`config.mk`:
```
export PLATFORM = sky130hd
export DESIGN_NAME = abacus_counter_sweeper
export DESIGN_NICKNAME = d
export VERILOG_FILES = /design/src/rtl/abacus_counter_sweeper.sv
export SDC_FILE = /design/constraint.sdc
export NUM_CORES = 1
export LEC_CHECK = 0
export ABC_CLOCK_PERIOD_IN_PS = 3700
export CAP_MARGIN = 5
export CORE_ASPECT_RATIO = 1.25
export CORE_MARGIN = 2
export CORE_UTILIZATION = 25
export CTS_BUF_LIST = sky130_fd_sc_hd__clkbuf_4 sky130_fd_sc_hd__clkbuf_8 sky130_fd_sc_hd__clkbuf_16
export CTS_CLUSTER_DIAMETER = 30
export DETAILED_ROUTE_END_ITERATION = 7
export PLACE_DENSITY_LB_ADDON = 0.05
export SKIP_LAST_GASP = 1
export SYNTH_ARGS = -nofsm -noshare
export SYNTH_HDL_FRONTEND = slang
export SYNTH_SLANG_ARGS = --single-unit
```
`constraint.sdc`:
```
create_clock -name clk -period 3.7 [get_ports clk]
set_clock_uncertainty 0.1 [all_clocks]
set_input_delay 1.11 -clock clk [delete_from_list [all_inputs] [get_ports clk]]
set_output_delay 1.11 -clock clk [all_outputs]
set_load 0.02 [all_outputs]
```
`src/rtl/abacus_counter_sweeper.sv`:
```
// Wishbone master that snapshots the 16 ABACUS profiler counters into a small stream FIFO.
// Optional macro ABACUS_SWEEP_TIMESTAMP_EN prepends a cycle-count word (index 31) to each sweep.
module abacus_counter_sweeper #(
    parameter logic [31:0] ABACUS_BASE_ADDR = 32'hf0030000,
    parameter logic [31:0] SWEEP_PERIOD     = 32'd1000000,
    parameter int          ACK_TIMEOUT      = 16,
    parameter int          FIFO_DEPTH       = 4
) (
    input  logic        clk,
    input  logic        rst,
    input  logic        enable,
    input  logic        sw_trigger,
    output logic        wb_cyc,
    output logic        wb_stb,
    output logic        wb_we,
    output logic [31:0] wb_adr,
    input  logic [31:0] wb_dat_i,
    input  logic        wb_ack,
    output logic        m_valid,
    input  logic        m_ready,
    output logic [31:0] m_data,
    output logic [4:0]  m_index,
    output logic        m_last,
    output logic        busy,
    output logic        overrun,
    output logic        timeout_err
);
    localparam int PW = (FIFO_DEPTH > 1) ? $clog2(FIFO_DEPTH) : 1;
    localparam int TW = $clog2(ACK_TIMEOUT + 1);

    typedef enum logic [2:0] {S_IDLE, S_TS, S_REQ, S_WAIT, S_PUSH} state_e;
    typedef struct packed {
        logic [31:0] data;
        logic [4:0]  idx;
        logic        last;
    } entry_t;

    state_e          state_q, state_d;
    logic [3:0]      slot_q, slot_d;
    logic            cyc_q, cyc_d;
    logic [31:0]     adr_q, adr_d;
    logic [31:0]     rdata_q, rdata_d;
    logic [31:0]     timer_q, timer_d;
    logic [TW-1:0]   to_q, to_d;
    logic            ovr_q, ovr_d;
    logic            terr_q, terr_d;
    entry_t          mem_q [FIFO_DEPTH];
    logic [PW-1:0]   wr_q, rd_q;
    logic [PW:0]     cnt_q;
    logic            tick, req, push, pop, can_push;
    entry_t          push_e;

    // Slots 10..15 skip offset 0x20C in the cache counter block.
    function automatic logic [31:0] slot_addr(input logic [3:0] s);
        logic [31:0] off;
        if (s < 4'd10) begin
            off = 32'h100 + {26'd0, s, 2'b00};
        end else begin
            off = 32'h200 + {26'd0, s - 4'd10, 2'b00};
            if (s >= 4'd13) off = off + 32'd4;
        end
        return ABACUS_BASE_ADDR + off;
    endfunction

    always_comb begin
        timer_d = SWEEP_PERIOD - 32'd1;
        tick    = 1'b0;
        if (enable && SWEEP_PERIOD != 32'd0) begin
            if (timer_q == 32'd0) tick = 1'b1;
            else                  timer_d = timer_q - 32'd1;
        end
    end

    assign req      = tick | sw_trigger;
    assign m_valid  = (cnt_q != '0);
    assign pop      = m_valid & m_ready;
    assign can_push = (cnt_q != (PW+1)'(FIFO_DEPTH)) | pop;

`ifdef ABACUS_SWEEP_TIMESTAMP_EN
    logic [31:0] ts_q, ts_cap_q;
    always_ff @(posedge clk or negedge rst) begin
        if (!rst) begin
            ts_q     <= '0;
            ts_cap_q <= '0;
        end else begin
            ts_q <= ts_q + 32'd1;
            if (state_q == S_IDLE && req) ts_cap_q <= ts_q;
        end
    end
`endif

    always_comb begin
        state_d = state_q;
        slot_d  = slot_q;
        cyc_d   = cyc_q;
        adr_d   = adr_q;
        rdata_d = rdata_q;
        to_d    = to_q;
        ovr_d   = ovr_q;
        terr_d  = terr_q;
        push    = 1'b0;
        push_e  = '{data: rdata_q, idx: {1'b0, slot_q}, last: (slot_q == 4'd15)};
        if (req && state_q != S_IDLE) ovr_d = 1'b1;
        case (state_q)
            S_IDLE: if (req) begin
                if (sw_trigger) ovr_d = 1'b0;
                slot_d = '0;
                terr_d = 1'b0;
`ifdef ABACUS_SWEEP_TIMESTAMP_EN
                state_d = S_TS;
`else
                state_d = S_REQ;
`endif
            end
`ifdef ABACUS_SWEEP_TIMESTAMP_EN
            S_TS: begin
                push_e = '{data: ts_cap_q, idx: 5'd31, last: 1'b0};
                if (can_push) begin
                    push    = 1'b1;
                    state_d = S_REQ;
                end
            end
`endif
            S_REQ: begin
                cyc_d   = 1'b1;
                adr_d   = slot_addr(slot_q);
                to_d    = '0;
                state_d = S_WAIT;
            end
            S_WAIT: begin
                if (wb_ack) begin
                    rdata_d = wb_dat_i;
                    cyc_d   = 1'b0;
                    state_d = S_PUSH;
                end else if (to_q == TW'(ACK_TIMEOUT - 1)) begin
                    rdata_d = 32'hDEADBEEF;
                    cyc_d   = 1'b0;
                    terr_d  = 1'b1;
                    state_d = S_PUSH;
                end else begin
                    to_d = to_q + 1'b1;
                end
            end
            S_PUSH: if (can_push) begin
                push = 1'b1;
                if (slot_q == 4'd15) begin
                    state_d = S_IDLE;
                end else begin
                    slot_d  = slot_q + 4'd1;
                    state_d = S_REQ;
                end
            end
            default: state_d = S_IDLE;
        endcase
    end

    always_ff @(posedge clk or negedge rst) begin
        if (!rst) begin
            state_q <= S_IDLE;
            slot_q  <= '0;
            cyc_q   <= 1'b0;
            adr_q   <= '0;
            rdata_q <= '0;
            timer_q <= SWEEP_PERIOD - 32'd1;
            to_q    <= '0;
            ovr_q   <= 1'b0;
            terr_q  <= 1'b0;
        end else begin
            state_q <= state_d;
            slot_q  <= slot_d;
            cyc_q   <= cyc_d;
            adr_q   <= adr_d;
            rdata_q <= rdata_d;
            timer_q <= timer_d;
            to_q    <= to_d;
            ovr_q   <= ovr_d;
            terr_q  <= terr_d;
        end
    end

    always_ff @(posedge clk or negedge rst) begin
        if (!rst) begin
            wr_q  <= '0;
            rd_q  <= '0;
            cnt_q <= '0;
            for (int i = 0; i < FIFO_DEPTH; i++) mem_q[i] <= '0;
        end else begin
            if (push) begin
                mem_q[wr_q] <= push_e;
                wr_q        <= wr_q + 1'b1;
            end
            if (pop) rd_q <= rd_q + 1'b1;
            cnt_q <= cnt_q + {{PW{1'b0}}, push} - {{PW{1'b0}}, pop};
        end
    end

    assign wb_cyc      = cyc_q;
    assign wb_stb      = cyc_q;
    assign wb_we       = 1'b0;
    assign wb_adr      = adr_q;
    assign m_data      = mem_q[rd_q].data;
    assign m_index     = mem_q[rd_q].idx;
    assign m_last      = mem_q[rd_q].last;
    assign busy        = (state_q != S_IDLE);
    assign overrun     = ovr_q;
    assign timeout_err = terr_q;
endmodule

```
==> impl_results.md, run 1 <==
- Req. time, crit path: roughly 2.5 ns
- Final setup vio count: 0
- Final Max Tran Viols: 0
- Worst EP arrival: about 2.4 ns
- Most frequent cells after synthesis: dfrtp_1 (230), mux2_2 (132), nand2_1 (66)
- Antenna violations before repair: 1
- CTS hold repair buffers: 0
- Clk slew on worst S/H paths: 0.04 ns
- Hold WS: about 0.37 ns
- Num Clock Sinks: approximately 240
- WS Path Type: reg2out
- Final worst path period share: 0.9797
- Mean Syn Cell Area: 13.30 um2
- GRT Total Usage: 0.1338
- Slew @ Worst Pin: slightly below 0.8 ns
- Die height: approximately 240 um
- CP max stage delay: between 0.5 and 0.6 ns
- RSZ-0062 raised after global routing: false
- Primary FF master, synth: dfrtp_1
- Fraction of registers with async set/reset: 1.000
- Leakage power: roughly 6.6 nW
- DP Cell Count: between 1000 and 1500
- Yosys reg bits: about 240
- Warnings, synthesis: 0
- Post-synth cell types: between 50 and 60
- Total wire length: between 20 and 30 mm
- Status: finished, final reports clean
- Port Buf Inserts: 93
- Num CTS Buffers: 66
- Tot Pwr: between 0.01 and 0.015 W
- Synth Instances: between 800 and 900
- Inserted Diodes: 0
- Count leader, synth: dfrtp_1
- Share of cells above drive strength 1: 0.3530
- Via count: slightly above 7000
- Synthesized cell area: roughly 11000 um2
- Max Cap Viol: 0
- Final nets: 1020
- Core area: 42970 um2
- Syn-to-layout area delta: 37.65%
- Register area: 6076 um2
- CP Max Fanout: 17
- Root Driver: clkbuf_16
- Max Clk Rate: 0.2759 GHz
- DIE AREA: 45160 um2
- Min-delay src: timer_q[0]
- Synth area leader: dfrtp_1
- Detailed Place HPWL: roughly 18 mm
- Fin crit period: 3.625 ns
- Postcts setup bufs: 0
- Crit path launch type: register
- Chip Width: between 150 and 200 um
- Reg2Reg Launch Point: timer_q[10]
- Peak supply drop: ~370 uV
- Rel. slew slack: 0.4783
- Crit path capture type: primary output
- Crit-path cells: buf_12 -> mux4_2 -> clkdlybuf4s50_1
- Total congestion overflow: 0
- Top post-synthesis cells by area: dfrtp_1 (53%), mux2_2 (14%), mux4_2 (7.7%)
- CTS tree: done
- Starting Density: 0.2529
- Largest net degree at the start of global routing: 85
- Multi-input logic area: approximately 4500 um2
- # DRC: 0
- Seq/Total Area, Yosys: 0.5587
- Worst Setup SP: rd_q[0]
- Number of synthesized flops with an enable pin: 0
- Crit-path slowest cell: clkdlybuf4s50_1
- Synth top area share: 0.5296
- Worst Hold Class: reg2reg
- Initial DRC Count: between 200 and 250
- Avg WL per Cell: around 19 um
- Cell family with most CP delay: buffers and inverters
- Ports: approximately 120
- Vias in the first global route: between 7000 and 8000
- Num rows: 85
- Fillers: between 4000 and 5000
- Buf/Inv on CP: 2
- Clk Latency, worst-skew pair: about 0.55 ns
- Hold Violations, Final: 0
- # H-tree levels: 3
- Longest Clk Path Bufs: 3
- First drt pass iteration count: 4
- Layout Cells excl Fill: 1582
- PD cells: between 800 and 900 nW/um2
- Number of routed nets with antenna violations: 0
- Number of vias per cell: 4.489
- First-pass GRT wire length: roughly 46 mm
- RePlAce Congestion: between 0.7 and 0.8
==> path summary, 6_finish.rpt <==
check / to / slack, ns / depth (start not counted)
max: m_data[31] / 0.08 / 3
min: timer_q[0] / 0.37 / 1
max reg2reg: timer_q[27] / 0.82 / 5
min reg2reg: timer_q[0] / 0.37 / 1
max in group asynchronous: timer_q[17] / 2.19 / 2
min in group asynchronous: rdata_q[0] / 0.47 / 1
==> power breakdown <==
| part | total, W | internal [W] | switching (W) | leakage (nW) |
|---|---|---|---|---|
| logic | 0.00324 | 0.00174 | 0.00150 | 2.35 |
| clock network | 0.00571 | 0.00408 | 0.00163 | 1.15 |
| registers | 0.00411 | 0.00346 | 0.000642 | 3.13 |
| total | 0.0131 | 0.00928 | 0.00377 | 6.63 |
==> layout make-up <==
type                       instances  area share
clock inverter                    24     0.01782
timing repair buffer             130     0.09276
multi-input combinational        509      0.2977
inverter                          16    0.004015
sequential                       242      0.4062
clock buffer                      96      0.1343
tap                              565     0.04726
==> flip-flops by register name, summed over array words and instances, names as in the netlist <==
| name | flops |
|---|---|
| timer_q | 32 |
| wr_q | 2 |
| cnt_q | 3 |
| overrun | 1 |
| rd_q | 2 |
| slot_q | 4 |
| to_q | 5 |
| wb_cyc | 1 |
| rdata_q | 32 |
| wb_adr | 8 |
| state_q | 3 |
| timeout_err | 1 |
| mem_q | 148 |
==> metal layers <==
layer | share of wire | GRT usage | up-vias
met3 | 0.049 | 0.03483 | 55
met5 | 0.00044 | 0 | -
met1 | 0.44 | 0.1668 | 3664
met2 | 0.49 | 0.2173 | 152
li1 | - | - | 3229
met4 | 0.024 | 0.05920 | 2
==> metrics by stage <==
stage | area, um2 | worst slack (ns) | setup TNS (ns) | util
floorplan | 10940 | 0.3691 | 0 | -
global placement | 12670 | 0.07757 | 0 | 0.2949
detailed placement | 12670 | 0.06408 | 0 | 0.2949
CTS | 14950 | -0.02051 | -0.02051 | 0.3480
global route | 14960 | 0.006242 | 0 | 0.3481
finish | 14960 | 0.07523 | 0 | 0.3481
==> layout by cell type (no fill, tap or decap), types with 9 or more instances in the layout <==
cell type and n:
dfrtp_1 228, mux4_2 37, o22a_1 24, buf_4 22, nor4_1 10, o21ai_0 37, xnor2_1 21, conb_1 21
clkinv_2 13, nor3_1 9, xor2_1 10, a22o_1 11, mux2_2 132, inv_1 16, ha_1 16, clkdlybuf4s50_1 92
nor2_1 36, buf_12 13, clkbuf_4 18, clkbuf_16 71, nand2_1 62, dfstp_2 12
==> cell families after synthesis <==
family                     synth area share
DFF                                  0.5587
muxes                                0.2135
and+or+nand+nor                     0.07726
AOI/OAI and AO/OA                   0.06494
buffers and inverters               0.04007
xor gates and xnor gates            0.02499
adders and majority gates           0.02026
other                             0.0003451
==> repair_timing <==
action / in CTS / in global routing
gates resized for setup: 2 / 1
setup endpoints to repair: 14 / 3
cloned: 0 / 0
(Power assumes the default switching activity.)
==> run 2: changes to the inputs <==
RECOVER_POWER = 50   (was unset)
==> run 2 against run 1 <==
Critical endpoint is now m_data[5]; register-to-register slack about the same; highest routed layer unchanged; first-iteration DRC count is 5.7% higher; die area did not move; setup slack improved by 0.0024 ns; global-route usage stayed put; hold slack did not move; sequential cell count stayed put; clock-buffer cell count did not move; final cell count is the same; the run now ends with capacitance limit, slew limit left; maximum frequency about the same; critical path depth stayed put; sequential power is essentially flat.
==> impl_results.md, run 2 (synthesized netlist as in run 1, its figures left out) <==
- Commonest non-fill, non-tap cell in the layout: dfrtp_1
- Final Util: 0.3474
- Initial DRC Count: between 200 and 250
- Req. time, crit path: 2.49 ns
- Fin crit period: ~3.6 ns
- Crit path capture type: primary output
- Crit-path slowest cell: clkdlybuf4s50_1
- Buf/Inv on CP: 2
- CP Max Fanout: 17
- Status: finished with violations
- Core area: around 43000 um2
- Largest net degree at the start of global routing: 85
- Total congestion overflow: 0
- Clk Latency, worst-skew pair: 0.56 ns
- Num Clock Sinks: 242
- Reg2Reg Launch Point: timer_q[10]
- # H-tree levels: 3
- Vias in the first global route: roughly 8000
- Antenna violations before repair: 1
- Final setup vio count: 0
- Total wire length: between 20 and 30 mm
- Inserted Diodes: 0
- DIE AREA: ~45000 um2
- Hold Path End: timer_q[0]
- Rel. slew slack: -0.5675
- Min-delay src: timer_q[0]
- CTS tree: done
- Avg WL per Cell: 18.49 um
- Max Clk Rate: between 0.2 and 0.3 GHz
- Hold Violations, Final: 0
- Chip Width: 190.5 um
- Starting Density: 0.2529
- Port Buf Inserts: 93
- Crit path launch type: register
- Final nets: 1020
- Layout Cells excl Fill: 1582
- Dpl ws: between 0.06 and 0.07 ns
- Number of vias per cell: 4.471
- # DRC: 0
- Final Max Tran Viols: 83
- RePlAce Congestion: 0.7612
- Max Cap Viol: 1
- DP Cell Count: between 1000 and 1500
- Most frequent cells in the layout: dfrtp_1 (228), mux2_2 (132), clkdlybuf4s50_1 (90)
- Worst EP arrival: approximately 2.4 ns
- GRT Total Usage: 0.1338
- WS Path Type: reg2out
- Worst Reg-to-Reg Cells: 5
- Reg2Reg Setup Slack: approximately 0.82 ns
- Cell family with most CP delay: buffers and inverters
- Share of cells above drive strength 1: 0.3481
- Hold WS: ~0.37 ns
- CP max stage delay: about 0.57 ns
- First-pass GRT wire length: 46.13 mm
- Crit-path cells: buf_12 -> mux4_2 -> clkdlybuf4s50_1
- Detailed Place HPWL: 18.49 mm
- Ports: roughly 120
- Largest regs: mem_q: 148 flops, rdata_q: 32 flops, timer_q: 32 flops
- Most flop-heavy register: mem_q
- Worst Hold Class: reg2reg
- Postcts setup bufs: 0
- Worst Slack Setup Final: just under 0.08 ns
- Max reg flops: between 100 and 150
- First drt pass iteration count: 4
- Peak supply drop: roughly 370 uV
- Final worst path period share: 0.9790
- Die height: roughly 240 um
- PD cells: 873.6 nW/um2
- Via count: 7073
- Leakage power: between 6 and 7 nW
- Syn-to-layout area delta: 37.34%
- Num rows: between 80 and 90
- RSZ-0062 raised after global routing: false
- R2r endpoint: timer_q[27]
- Slew @ Worst Pin: 2.351 ns
- Clk slew on worst S/H paths: ~0.040 ns
- Root Driver: clkbuf_16
- Violated checks: capacitance limit, slew limit
- Longest Clk Path Bufs: 3
- Num CTS Buffers: between 60 and 70
- Cell depth of the worst hold path: 1
- Number of routed nets with antenna violations: 0
-- run 2: changes by cell type in the layout (fill, tap and decap cells not counted), sizes merged --
cell / delta
buf: -8
dlygate4sd3: +2
clkbuf: +8
clkdlybuf4s50: -2
-- run 2: power by group --
part	leakage (nW)	switching, W	internal, W
combinational	2.33	0.00150	0.00173
clock	1.15	0.00163	0.00408
sequential	3.13	0.000643	0.00346
-- run 2: worst max path at each step --
stage	startpoint	end	depth (start not counted)
floorplan	m_ready	cnt_q[2]	10
global placement	m_ready	cnt_q[1]	10
detailed placement	m_ready	cnt_q[1]	10
CTS	rd_q[0]	m_data[22]	3
global route	rd_q[0]	m_last	3
finish	rd_q[0]	m_data[5]	3
-- run 2: through the flow --
stage               total power, W  TNS [ns]  instance area (um2)
floorplan                 0.005996         0                10940
global placement          0.007304         0                12670
detailed placement        0.007435         0                12670
CTS                        0.01330  -0.02051                14950
global route               0.01375         0                14920
finish                     0.01304         0                14920
-- run 2: layer usage --
metal  global-route usage  part of all wire  wire, um  vias to the layer above
met4              0.05920             0.024       691                        2
li1                     -                 -         -                     3228
met3              0.03483             0.048      1415                       55
met2               0.2173              0.48     14120                      148
met5                    0           0.00044        13                        -
met1               0.1668              0.44     13020                     3640
-- run 2: worst register-to-register path, stage by stage, from the launching register on --
cell and delay, ns:
dfrtp_1 0.40, or4_1 0.59, or3_1 0.48, or3_1 0.53, or4_4 0.55, a21oi_2 0.14
-- run 2: cell type report --
type	count	area, um2
fill	4237	28040
sequential	242	6076
multi-input combinational	509	4453
clock buffer	96	2008
timing repair buffer	130	1354
tap	565	706.9
clock inverter	24	266.5
inverter	16	60.06
-- run 2: what timing repair did --
action / 4_1_cts / 5_1_grt
endpoints found under the setup margin: 14 / 3
resized for setup: 2 / 1
hold buffers: 0 / 0
pin swaps: 0 / 0
